==> src/rtl/fifo_wr_arbiter.sv <==
// Round-robin arbiter sharing the async FIFO write port between NUM_REQ requesters.
// Runs entirely in the FIFO write clock domain; bursts of up to MAX_BURST beats per grant.
module fifo_wr_arbiter #(
    parameter int NUM_REQ    = 4,
    parameter int DATA_WIDTH = 4,
    parameter int MAX_BURST  = 4
) (
    input  logic                             wr_clk,
    input  logic                             reset_n,
    input  logic [NUM_REQ-1:0]               req,
    input  logic [NUM_REQ*DATA_WIDTH-1:0]    req_data,
    output logic [NUM_REQ-1:0]               req_ack,
    output logic [NUM_REQ-1:0]               grant,
    input  logic                             fifo_full,
    output logic                             fifo_wr_en,
    output logic [DATA_WIDTH-1:0]            fifo_data_in,
    output logic                             stall
);

    localparam int PTR_W = (NUM_REQ > 1) ? $clog2(NUM_REQ) : 1;

    localparam logic [1:0] IDLE  = 2'd0;
    localparam logic [1:0] BURST = 2'd1;
    localparam logic [1:0] HOLD  = 2'd2;

    localparam logic [3:0]       LAST_BEAT = 4'(MAX_BURST - 1);
    localparam logic [PTR_W-1:0] PTR_LAST  = PTR_W'(NUM_REQ - 1);
    localparam logic [PTR_W:0]   SHIFT_ONE = (PTR_W+1)'(1);

    logic [1:0]       state, state_nx;
    logic [NUM_REQ-1:0] grant_nx;
    logic [3:0]       beat_cnt, beat_cnt_nx;
    logic [PTR_W-1:0] last_ptr, last_ptr_nx;
    logic [PTR_W-1:0] owner_idx;
    logic [DATA_WIDTH-1:0] owner_data;
    logic             any_req;
    logic             owner_req;
    logic             beat;
    logic             burst_end;

    // Rotate so the search starts just after 'last', isolate the lowest set bit, rotate back.
    function automatic logic [NUM_REQ-1:0] rr_pick(input logic [NUM_REQ-1:0] r,
                                                   input logic [PTR_W-1:0]   last);
        logic [PTR_W:0]     s;
        logic [NUM_REQ-1:0] rot;
        logic [NUM_REQ-1:0] first;
        s     = {1'b0, last} + SHIFT_ONE;
        rot   = NUM_REQ'({r, r} >> s);
        first = rot & (~rot + NUM_REQ'(1));
        return NUM_REQ'(({first, first} << s) >> NUM_REQ);
    endfunction

    // Owner data select and owner index encode, built from constant-index bit columns.
    logic [DATA_WIDTH-1:0][NUM_REQ-1:0] data_cols;
    logic [PTR_W-1:0][NUM_REQ-1:0]      idx_cols;

    for (genvar gi = 0; gi < NUM_REQ; gi++) begin : g_req
        for (genvar gb = 0; gb < DATA_WIDTH; gb++) begin : g_dbit
            assign data_cols[gb][gi] = req_data[gi*DATA_WIDTH + gb] & grant[gi];
        end
        for (genvar gp = 0; gp < PTR_W; gp++) begin : g_pbit
            if (((gi >> gp) & 1) == 1) begin : g_set
                assign idx_cols[gp][gi] = grant[gi];
            end else begin : g_clr
                assign idx_cols[gp][gi] = 1'b0;
            end
        end
    end

    for (genvar gb = 0; gb < DATA_WIDTH; gb++) begin : g_dred
        assign owner_data[gb] = |data_cols[gb];
    end

    for (genvar gp = 0; gp < PTR_W; gp++) begin : g_pred
        assign owner_idx[gp] = |idx_cols[gp];
    end

    assign any_req   = |req;
    assign owner_req = |(req & grant);
    assign beat      = (state == BURST) && owner_req && !fifo_full;

    assign fifo_wr_en   = beat;
    assign req_ack      = beat ? grant : '0;
    assign fifo_data_in = beat ? owner_data : '0;
    assign stall        = (state == HOLD);

    always_comb begin
        state_nx    = state;
        grant_nx    = grant;
        beat_cnt_nx = beat_cnt;
        last_ptr_nx = last_ptr;
        burst_end   = 1'b0;

        case (state)
            IDLE: begin
                if (any_req) begin
                    grant_nx    = rr_pick(req, last_ptr);
                    beat_cnt_nx = '0;
                    state_nx    = BURST;
                end
            end
            BURST: begin
                if (!owner_req) begin
                    burst_end = 1'b1;
                end else if (fifo_full) begin
                    state_nx = HOLD;
                end else if (beat_cnt == LAST_BEAT) begin
                    burst_end = 1'b1;
                end else begin
                    beat_cnt_nx = beat_cnt + 4'd1;
                end
            end
            HOLD: begin
                if (!owner_req) begin
                    burst_end = 1'b1;
                end else if (!fifo_full) begin
                    state_nx = BURST;
                end
            end
            default: begin
                state_nx    = IDLE;
                grant_nx    = '0;
                beat_cnt_nx = '0;
            end
        endcase

        // Hand-over: rotation restarts just past the finishing owner, no bubble.
        if (burst_end) begin
            last_ptr_nx = owner_idx;
            beat_cnt_nx = '0;
            if (any_req) begin
                grant_nx = rr_pick(req, owner_idx);
                state_nx = BURST;
            end else begin
                grant_nx = '0;
                state_nx = IDLE;
            end
        end
    end

    always_ff @(posedge wr_clk or negedge reset_n) begin
        if (!reset_n) begin
            state    <= IDLE;
            grant    <= '0;
            beat_cnt <= '0;
            last_ptr <= PTR_LAST;
        end else begin
            state    <= state_nx;
            grant    <= grant_nx;
            beat_cnt <= beat_cnt_nx;
            last_ptr <= last_ptr_nx;
        end
    end

endmodule

==> config.mk <==
export PLATFORM = sky130hd
export DESIGN_NAME = fifo_wr_arbiter
export DESIGN_NICKNAME = d
export VERILOG_FILES = /design/src/rtl/fifo_wr_arbiter.sv
export SDC_FILE = /design/constraint.sdc
export NUM_CORES = 1
export LEC_CHECK = 0
export CORE_ASPECT_RATIO = 1.2
export CORE_MARGIN = 2
export CORE_UTILIZATION = 40
export DETAILED_ROUTE_END_ITERATION = 8
export GPL_TIMING_DRIVEN = 0
export PLACE_DENSITY = 0.68
export SLEW_MARGIN = 20
export SYNTH_ARGS = -nofsm -noshare
export SYNTH_HDL_FRONTEND = slang
export SYNTH_SLANG_ARGS = --single-unit
==> constraint.sdc <==
create_clock -name wr_clk -period 3.6 [get_ports wr_clk]
set_input_delay 0.72 -clock wr_clk [delete_from_list [all_inputs] [get_ports wr_clk]]
set_output_delay 0.72 -clock wr_clk [all_outputs]
set_load 0.02 [all_outputs]
After elaboration in Yosys (flattened, before gate mapping)
Cells that the tools add are included.
{ "totals": {"mem_bits_ro": 0, "wordCells": 87, "mem_bits_rw": 0, "ff_bits": 12, "memories": 0, "latch_bits": 0, "input_bits": 23} }
{ "op_classes": {"mul": 0, "div": 0, "eq_ne": 12, "mux": 25, "order_cmp": 0, "shifts": 4, "n_bitwise": 21, "n_reduce_logical": 16, "n_addsub": 5} }
{ "ops": {"columns": ["operator", "n"], "rows": [
  ["$mux 4", 10],
  ["$reduce_or 4->1", 6],
  ["$and 1x1->1", 16],
  ["$shl 8x3->8", 2],
  ["$shr 8x3->4", 2],
  ["$ne 3x3->1 const B", 5],
  ["$add 4x1->4 const B", 3],
  ["$and 4x4->4", 3],
  ["$mux 2", 6],
  ["$pmux 4 s3", 1],
  ["$reduce_and 5->1", 2],
  ["$not 4->4", 2],
  ["$pmux 4 s2", 1],
  ["$add 2x1->3 const B", 2],
  ["$pmux 2 s3", 1],
  ["$reduce_or 2->1", 3],
  ["$mux 1", 5],
  ["$eq 4x2->1 const B", 1],
  ["$ne 2x1->1 const B", 2],
  ["$ne 3x1->1 const B", 1],
  ["$ne 3x2->1 const B", 1],
  ["$eq 2x1->1 const B", 1],
  ["$eq 2x2->1 const B", 1],
  ["$logic_and 1x1->1", 2],
  ["4 further kinds", 4]
]} }

Depth between registers and ports, before layout
Gate-level depths: netlist of the first run.
{ "depth": {"ltp_word": 9, "mapped_depth": 8, "mapped_depth_nobuf": 7} }

Least setup slack after synthesis of the first run
Ideal clock, no wire load.
{ "synth_timing": {"path_kind": "input -> output", "from": "input port req[1]", "to": "output port req_ack[0]", "path_stages": 6, "required_time_ns": 2.880, "path_slack_ns": 0.913, "t_arrival_ns": 1.967, "path_cell_list": "buf_2 -> a22oi_4 -> and2_1 -> or3_1 -> inv_1 -> and2_1"} }
{ "synth_via": {"elab_chain_len": 5} }
{ "synth_lines": {"columns": ["item", "line_no", "rtl"], "rows": [
  ["start, declared", "10", "input logic [NUM_REQ-1:0] req,"],
  ["$and 4x4->4", "79", "assign owner_req = |(req & grant);"],
  ["$reduce_or 4->1", "79", null],
  ["$logic_and 1x1->1 (2 in a row)", "80", "assign beat = (state == BURST) && owner_req && !fifo_full;"],
  ["net fifo_wr_en", "15", "output logic fifo_wr_en,"],
  ["$mux 4", "83", "assign req_ack = beat ? grant : '0;"],
  ["end, declared", "12", "output logic [NUM_REQ-1:0] req_ack,"]
]} }
The timed path passes the listed nets, and every way through them passes these cells.

Worst setup path after layout of the first run
{ "layout_timing": {"from": "input port req[2]", "to": "output port req_ack[2]"} }
{ "layout_via": {"elab_chain_len": 5} }
{ "layout_lines": {"columns": ["item", "line_no"], "rows": [
  ["$and 4x4->4", "79"],
  ["$reduce_or 4->1", "79"],
  ["$logic_and 1x1->1 (2 in a row)", "80"],
  ["$mux 4", "83"]
]} }
Every way passes these cells.

==> run_results.csv, run 1 <==
group,metric,value,unit
clocking,clock_latency,240,ps
placed_design,place_congestion,0.8614,
sta,grt_setup_unrepaired,"no",
critical_path,crit_start,"req[2]",
clocking,cts_tree,"built",
floorplanning,placementRows,23,
sta,finalSetupTns,0,ps
finish,final_nets,243,
clocking,cts_sinks,12,
sta,drv_slew,0,
pwr,power.density,780.1,nW/um^2
pwr,p_total,0.001433,W
floorplanning,die_w,57.60,um
pwr,max-vdd-ir-drop,512.0,uV
finish,stdcell_area,1837,sq um
placed_design,dpl.hpwl,3155,um
detailed_routing,num_vias,1473,
critical_path,endpoint,"req_ack[2]",
placed_design,place_area,1775,sq um
finish,antennaDiodeCount,0,
detailed_routing,drt-pass1-iter-count,4,
synth,ys_warn_count,0,
synth,async_flop_share,100.0,%
global_route,grt_max_degree,13,
floorplanning,die_h,68.32,um
sta,finalSetupViolCount,0,
sta,relSlewSlack,62.76,%
synth,synth-edff-count,0,
placed_design,preCtsSetupSlack,-94.26,ps
detailed_routing,drt_iter0_drc,47,
synth,ys_ff_latch,12,
synth,netlist.area_leader.share,18.15,%
clocking,clockBufferDepth,2,
synth,synth_nets,203,
critical_path,r2r-start,"grant[2]$_DFFE_PN0P_",
run,maxCapViolations,0,
run_status,status,"finished, final reports clean",
sta,tightest_slew,556.8,ps
global_route,first_global_vias,1399,
critical_path,critPathArrivalTime,2620,ps
clocking,clk_pin_slew,50,ps
detailed_routing,routedWlPerCell,15.61,um
floorplanning,core,3309,sq um
placed_design,io_buffers,35,
synth,yosysTopAreaCell,"dfrtp_1",
global_route,grt_util_all_layers,20.21,%
global_route,grt-ovfl-total,0,
sta,hold_viol_final,0,
synth,synthTopCellsByCount,"a21oi_1 (17), o21ai_0 (12), a22oi_1 (11), nor2_1 (11)",
global_route,grt_pass1_wl,6251,um
critical_path,required,2880,ps
detailed_routing,final_antenna_net_count,0,
synth,syn_avg_cell_area,7.970,sq um
finish,area_growth,33.21,%
floorplanning,start_util,41.66,%
clocking,holdBufCountCts,0,
detailed_routing,vias_per_cell,5.916,
clocking,postCtsSetupRepairBufs,0,
critical_path,reg2reg_depth,7,
floorplanning,die_area,3935,sq um
synth,postSynthCellCount,173,
synth,syn_area,1379,sq um
clocking,htreeDepth,1,
clocking,numCtsBuffers,3,
critical_path,critPathKind,"input pin to primary output",
finish,layout-drive-gt1-share,10.38,%
critical_path,r2r_setup_slack,1490,ps
synth,synth_cell_type_count,50,
detailed_routing,drc_errors,0,
finish,fill_cells,327,
synth,synthFlopType,"dfrtp_1",
sta,fmax,0.2996,GHz
sta,finalCritPeriodShare,92.73,%
critical_path,cp_max_fo,5,
pwr,p_leak,0.8415,nW
sta,fin_skew,1.762,ps
sta,final.min_clock_period,3338,ps
synth,yosys-top-cells-area,"dfrtp_1 (18%), ha_1 (6.4%), a21oi_1 (6.2%)",
critical_path,critPathLaunchType,"input pin",
critical_path,rr_endpoint,"grant[3]$_DFFE_PN0P_",
detailed_routing,routed_wirelength,3886,um
clocking,cts_root_buf,"clkbuf_8",
min_path,hold_class,"register to register",
critical_path,cp-end-kind,"primary output",
finish,stdcell_count,249,
global_route,grt_antenna_before_repair,0,
placed_design,dp_cells,245,
sta,layout_setup_ws,261.8,ps
synth,yosysSeqAreaShare,21.96,%
synth,synth.most_common_cell,"a21oi_1",
floorplanning,ios,37,
flip-flops by register name (all words and copies together) (netlist names):
| signal | cells |
|---|---|
| beat_cnt | 4 |
| state | 2 |
| last_ptr | 2 |
| grant | 4 |
cell usage in the layout (no fill, tap or decap), types with 5 or more instances in the layout:
cell type and n:
dlygate4sd2_1 5, dlymetal6s2s_1 5, nand2b_1 5, ha_1 7
a21oi_1 17, buf_2 5, and2_1 7, clkdlybuf4s50_1 25
o21ai_0 12, a22oi_1 11, inv_1 7, dfrtp_1 10
nand2_1 10, nor2_1 11
where the power goes:
| part | internal, W | switching (W) |
|---|---|---|
| sequential | 0.000195 | 0.0000580 |
| clock | 0.0000968 | 0.0000519 |
| combinational | 0.000444 | 0.000587 |
area by class of cell:
cell class	count	area, sq um	area share (%)
multi-input cells	142	997.2	54.29
repair buffers	35	356.6	19.41
clock buffers	4	55.05	2.997
inverters	8	30.03	1.635
well taps	37	46.29	2.520
plain buffers	11	48.80	2.657
flip-flops and latches	12	302.8	16.49
how the worst min path moves through the flow:
stage                            startpoint                      end  slack (ps)  cells past startpoint
floorplan                           reset_n  beat_cnt[0]$_DFFE_PN0P_         420                      0
global placement    beat_cnt[1]$_DFFE_PN0P_  beat_cnt[1]$_DFFE_PN0P_         510                      2
detailed placement  beat_cnt[1]$_DFFE_PN0P_  beat_cnt[1]$_DFFE_PN0P_         520                      2
CTS                 beat_cnt[1]$_DFFE_PN0P_  beat_cnt[1]$_DFFE_PN0P_         530                      2
global route        beat_cnt[0]$_DFFE_PN0P_  beat_cnt[0]$_DFFE_PN0P_         570                      1
finish              beat_cnt[1]$_DFFE_PN0P_  beat_cnt[1]$_DFFE_PN0P_         530                      2
metrics by stage:
step | util, % | hold slack (ps)
2_1_floorplan | - | 424.4
3_3_place_gp | 53.65 | 505.4
3_5_place_dp | 53.65 | 517.5
4_1_cts | 55.12 | 529.5
5_1_grt | 55.50 | 572.1
6_report | 55.50 | 525.8
critical path, cell delays in order:
cell and delay (ps):
clkdlybuf4s50_1 540, a22oi_2 140, and2_1 210, or3_1 410, inv_1 140, and2_1 120, dlygate4sd2_1 350
metal layers:
layer | part of all wire, % | track usage [%]
met2 | 52 | 36.08
met1 | 44 | 25.92
met3 | 2.9 | 1.701
met5 | 0 | 0
met4 | 0.80 | 5.814
logic make-up after synthesis:
| group | count (synthesis) | synth area share, % |
|---|---|---|
| adder cells (fa/ha/maj) | 7 | 6.352 |
| buffers and inverters | 19 | 5.716 |
| multiplexers | 4 | 2.995 |
| AO/OA/AOI/OAI | 71 | 38.02 |
| flip-flops | 12 | 21.96 |
| XOR/XNOR | 1 | 0.6353 |
| AND/OR/NAND/NOR | 59 | 24.32 |
what timing repair did:
action / 4_1_cts / 5_1_grt
gates resized for setup: 5 / 5
cloned: 0 / 0
setup endpoints to repair: 5 / 5
Note: power is estimated with default switching activity, not from simulation.
==> run 2, diff against run 1 <==
--- a/config.mk
+++ b/config.mk
@@ -8,10 +8,12 @@
 export CORE_ASPECT_RATIO = 1.2
 export CORE_MARGIN = 2
 export CORE_UTILIZATION = 40
+export CTS_CLUSTER_DIAMETER = 100
 export DETAILED_ROUTE_END_ITERATION = 8
 export GPL_TIMING_DRIVEN = 0
 export PLACE_DENSITY = 0.68
-export SLEW_MARGIN = 20
+export SKIP_CTS_REPAIR_TIMING = 1
+export SLEW_MARGIN = 30
 export SYNTH_ARGS = -nofsm -noshare
 export SYNTH_HDL_FRONTEND = slang
 export SYNTH_SLANG_ARGS = --single-unit
==> run_results.csv, run 2 (same netlist as run 1, synthesis figures left out) <==
group,metric,value,unit
run_status,status,"finished, final reports clean",
finish,antennaDiodeCount,0,
critical_path,critPathKind,"input pin to primary output",
finish,layout_common_cells,"clkdlybuf4s50_1 (25), a21oi_1 (17), o21ai_0 (12), a22oi_1 (11), nor2_1 (11)",
min_path,hp-start,"beat_cnt[1]$_DFFE_PN0P_",
critical_path,critPathMaxStageDelay,530,ps
floorplanning,placementRows,23,
floorplanning,die_w,57.60,um
pwr,pwr-share-clk,10.4,%
clocking,numCtsBuffers,3,
sta,drv_slew,0,
critical_path,required,2880,ps
placed_design,dp_cells,245,
global_route,grt_pass1_wl,6258,um
sta,grt_setup_unrepaired,"no",
critical_path,path_buf_inv,3,
sta,relSlewSlack,62.66,%
detailed_routing,drt-pass1-iter-count,4,
critical_path,slowest_stage,"clkdlybuf4s50_1",
global_route,grt_util_all_layers,20.25,%
placed_design,preCtsSetupSlack,-94.26,ps
finish,fin_util,56.07,%
detailed_routing,routedWlPerCell,15.65,um
sta,tightest_slew,558.4,ps
global_route,grt_antenna_before_repair,0,
floorplanning,die_area,3935,sq um
sta,hold_viol_final,0,
pwr,p_leak,0.9040,nW
min_path,hold_class,"register to register",
critical_path,cp-end-kind,"primary output",
critical_path,critPathArrivalTime,2510,ps
sta,layout_setup_ws,373.0,ps
pwr,sw_frac_of_total,48.60,%
sta,finalSetupViolCount,0,
clocking,clock_latency,240,ps
pwr,intPower,0.0007381,W
critical_path,r2r-start,"grant[2]$_DFFE_PN0P_",
critical_path,cp_max_fo,5,
placed_design,dpl.hpwl,3155,um
floorplanning,start_util,41.66,%
placed_design,io_buffers,35,
floorplanning,die_h,68.32,um
detailed_routing,drt_iter0_drc,42,
finish,largestRegisters,"beat_cnt (4), grant (4)",
clocking,cts_tree,"built",
sta,finalCritPeriodShare,89.64,%
detailed_routing,vias_per_cell,5.944,
run,maxCapViolations,0,
critical_path,crit_start,"req[2]",
finish,final_common_cell,"clkdlybuf4s50_1",
detailed_routing,num_vias,1480,
sta,fmax,0.3099,GHz
placed_design,place_congestion,0.8614,
pwr,max-vdd-ir-drop,512.9,uV
detailed_routing,drc_errors,0,
critical_path,r2r_setup_slack,1490,ps
critical_path,critPathLaunchType,"input pin",
global_route,gr-max-usage-layer,"met2",
clocking,clockBufferDepth,2,
pwr,power.density,774.0,nW/um^2
sta,fin_skew,1.873,ps
finish,area_growth,34.57,%
pwr,pwr-share-seq,17.7,%
clocking,cts_root_buf,"clkbuf_8",
clocking,clk_pin_slew,50,ps
finish,stdcell_count,249,
pwr,power.switching,0.0006981,W
global_route,met2_usage,36.08,%
global_route,first_global_vias,1399,
critical_path,path_delay_family,"buffers and inverters",
finish,layout-drive-gt1-share,10.38,%
critical_path,worst_path_most_repeated_cell,"and2_1",
global_route,grt-ovfl-total,0,
global_route,grt_max_degree,13,
detailed_routing,final_antenna_net_count,0,
pwr,comb_power_share,72.0,%
finish,final_nets,243,
detailed_routing,routed_wirelength,3898,um
clocking,htreeDepth,1,
global_route,use_met1,26.03,%
global_route,use_met3,1.701,%
finish,fill_cells,324,
clocking,cts_sinks,12,
sta,final.min_clock_period,3227,ps
floorplanning,ios,37,
critical_path,crit_chain,"clkdlybuf4s50_1, a22oi_2, and2_1, or3_1, inv_1, and2_1, dlymetal6s2s_1",
sta,finalSetupTns,0,ps
floorplanning,core,3309,sq um
==> run 2: stage by stage <==
| stage | power, W | cell area [sq um] | hold WS, ps |
|---|---|---|---|
| floorplan | 0.001021 | 1379 | 424.4 |
| global placement | 0.001252 | 1775 | 505.4 |
| detailed placement | 0.001289 | 1775 | 517.5 |
| CTS | 0.001443 | 1831 | 529.5 |
| global route | 0.001566 | 1856 | 572.1 |
| finish | 0.001436 | 1856 | 525.9 |
==> run 2: layer usage <==
metal	part of all wire [%]	wire, um
met2	52	2021
met4	0.80	31
met3	3.0	115
met1	44	1729
met5	0	0
==> run 2: final cells by class <==
class                           count  area, sq um  area share [%]
Buffer                             11        48.80           2.630
Clock buffer                        4        55.05           2.967
Inverter                            8        30.03           1.618
Multi-Input combinational cell    142        997.2           53.74
Sequential cell                    12        302.8           16.32
Tap cell                           37        46.29           2.495
Timing Repair Buffer               35        375.4           20.23
==> run 2: worst min-delay path, delay by kind of cell (launching register included) <==
family          cells  cell delay (ps)
compound gates      1               70
flops               1              360
simple gates        1               60
==> run 2: power by group through the flow <==
stage	logic [W]	registers (W)	clock network [W]
after floorplan	0.000757	0.000264	0
after global placement	0.00100	0.000252	0
after detailed placement	0.00103	0.000256	0
after CTS	0.00104	0.000253	0.000152
after global routing	0.00114	0.000262	0.000160
final	0.00103	0.000254	0.000149
==> run 2: worst paths after layout <==
check	depth (start not counted)	to
worst min register to register	2	beat_cnt[1]$_DFFE_PN0P_
worst max-delay path	7	req_ack[1]
worst min-delay path	2	beat_cnt[1]$_DFFE_PN0P_
min in group asynchronous	1	state[0]$_DFFE_PN0P_
worst max register to register	7	grant[3]$_DFFE_PN0P_
max in group asynchronous	1	last_ptr[0]$_DFFE_PN1P_
==> variant (config.mk and constraints of run 1) <==
Set the parameter `DATA_WIDTH` to 6 (it was 4).
--- a/src/rtl/fifo_wr_arbiter.sv
+++ b/src/rtl/fifo_wr_arbiter.sv
@@ -2,7 +2,7 @@
 // Runs entirely in the FIFO write clock domain; bursts of up to MAX_BURST beats per grant.
 module fifo_wr_arbiter #(
     parameter int NUM_REQ    = 4,
-    parameter int DATA_WIDTH = 4,
+    parameter int DATA_WIDTH = 6,
     parameter int MAX_BURST  = 4
 ) (
     input  logic                             wr_clk,
Interface: changed (resized fifo_data_in and req_data); port bits go from 37 to 47. The function was not compared with the original's and may differ.
==> variant against run 1 <==
  * Wire length up 19%
  * Area after synthesis up 13%
  * Worst setup slack worse by 0.16 ns
  * Power up 14%
  * Sequential power about the same
  * Non-clock buffer count up 12
  * Sequential cell count unchanged
  * Final cell count up 16%
  * Cell area up 17%
  * Core utilization up 3.0 points
==> variant: results (changes against run 1) <==
{
  "run_status": {"value": "finished clean"},
  "portBuffers": {"value": 46, "change": "+31%"},
  "dp_hpwl": {"value": 3.56, "unit": "mm", "change": "+13%"},
  "vdd.ir_drop.worst": {"value": 0.499, "unit": "mV", "change": "-2.5%"},
  "wl_per_cell": {"value": 15.9, "unit": "µm", "change": "+1.8%"},
  "post_synth_xor_area_fraction": {"value": 0, "change": "-0.00635"},
  "synth.area.mux_share": {"value": 0.0427, "change": "+0.0128"},
  "worstSetupStartpoint": {"value": "req[1]"},
  "synth_compound_area_frac": {"value": 0.386, "change": "+0.00576"},
  "yosys.area_share.adder": {"value": 0.0564, "change": "-0.00711"},
  "sequential_element_share_of_the_synthesized_area": {"value": 0.195, "change": "-0.0246"},
  "grtUsageMet3": {"value": 0.0160, "change": "-0.000970"},
  "ys_top_cells_by_area": {"value": "sky130_fd_sc_hd__dfrtp_1 16%, sky130_fd_sc_hd__a22oi_1 6.8%, sky130_fd_sc_hd__ha_1 5.6%"},
  "crit_path_max_incr_delay": {"value": 0.63, "unit": "ns", "change": "+0.09 ns"},
  "nNetsFinal": {"value": 277, "change": "+14%"},
  "grt_util_met2": {"value": 0.346, "change": "-0.0143"},
  "p_leak": {"value": 0.849, "unit": "nW", "change": "+0.89%"},
  "dr_wl_met3": {"value": 148, "unit": "µm", "change": "+32%"},
  "final_layout_size_suffix_gt1_frac": {"value": 0.113, "change": "+0.00967"},
  "first_global_vias": {"value": 1600, "change": "+14%"},
  "gr_layer_usage_met1": {"value": 0.316, "change": "+0.0571"},
  "wire_length_of_the_first_global_routing_pass": {"value": 7.51, "unit": "mm", "change": "+20%"},
  "cts_repair_resize_count": {"value": 4, "change": "-1"},
  "critical_path.endpoint": {"value": "fifo_data_in[1]"},
  "worst-r2r-setup-slack": {"value": 1.35, "unit": "ns", "change": "-0.14 ns"},
  "timing.critical_path.fanout_max": {"value": 8, "change": "+3"},
  "finalWorstSetupSlack": {"value": 0.104, "unit": "ns", "change": "-0.158 ns"},
  "wl_met2": {"value": 2.35, "unit": "mm", "change": "+16%"},
  "num_vias": {"value": 1728, "change": "+17%"},
  "globalRouteTotalUtil": {"value": 0.219, "change": "+0.0173"},
  "gpl.final_weighted_congestion": {"value": 0.931, "change": "+8.0%"},
  "yosys-top-cells-count": {"value": "17 x sky130_fd_sc_hd__a21oi_1, 14 x sky130_fd_sc_hd__a22oi_1, 12 x sky130_fd_sc_hd__nor2_1, 11 x sky130_fd_sc_hd__inv_1, 10 x sky130_fd_sc_hd__dfrtp_1"},
  "dp_worst_setup_slack": {"value": -0.334, "unit": "ns", "change": "-0.240 ns"},
  "skew": {"value": 0.00182, "unit": "ns", "change": "+0.0000563 ns"},
  "detail_route.iter0.violations": {"value": 96, "change": "+100%"},
  "yosys.cell_types.count": {"value": 59, "change": "+18%"}
}
-- variant: cell count changes after synthesis, moves of 5 or more --
cell                              run 1  this run
sky130_fd_sc_hd__a211oi_1             0         5
sky130_fd_sc_hd__a22o_1               0         5
sky130_fd_sc_hd__o21ai_0             12         7
sky130_fd_sc_hd__nor2b_1              1         6
-- variant: stage by stage --
step	hold slack [ns]	TNS, ns	area (µm²)	std cells	total power [W]
3_3_place_gp	0.536	-2.72	2080	287	0.00147
6_report	0.548	0	2140	290	0.00164
2_1_floorplan	0.424	0	1550	189	0.00114
4_1_cts	0.549	0	2140	290	0.00164
5_1_grt	0.579	0	2140	290	0.00178
3_5_place_dp	0.540	-2.82	2080	287	0.00147
-- variant: cells by family after synthesis --
family / after synthesis
AOI/OAI and AO/OA: 80
and+or+nand+nor: 61
buffers and inverters: 24
DFF: 12
adders and majority gates: 7
muxes: 5
-- variant: how the worst min path moves through the flow --
stage                            from           to  slack (ns)  depth (start not counted)
final                     beat_cnt[3]  beat_cnt[3]        0.55                          2
after CTS                 beat_cnt[3]  beat_cnt[3]        0.55                          2
after detailed placement  beat_cnt[3]  beat_cnt[3]        0.54                          2
after floorplan               reset_n  beat_cnt[0]        0.42                          0
after global routing      beat_cnt[3]  beat_cnt[3]        0.58                          2
after global placement    beat_cnt[3]  beat_cnt[3]        0.54                          2
-- variant: area by class of cell --
type	instances	area, µm²
repair buffers	46	465
clock buffers	4	55.1
flip-flops and latches	12	303
inverters	11	41.3
well taps	52	65.1
multi-input cells	153	1150
fillers	330	1520
plain buffers	12	62.6
-- variant: report_power, final --
part	internal (W)	switching [W]	total [W]	leakage (nW)
combinational	0.000525	0.000701	0.00123	0.669
clock	0.0000970	0.0000590	0.000156	0.0288
sequential	0.000200	0.0000542	0.000254	0.151
total	0.000822	0.000814	0.00164	0.849
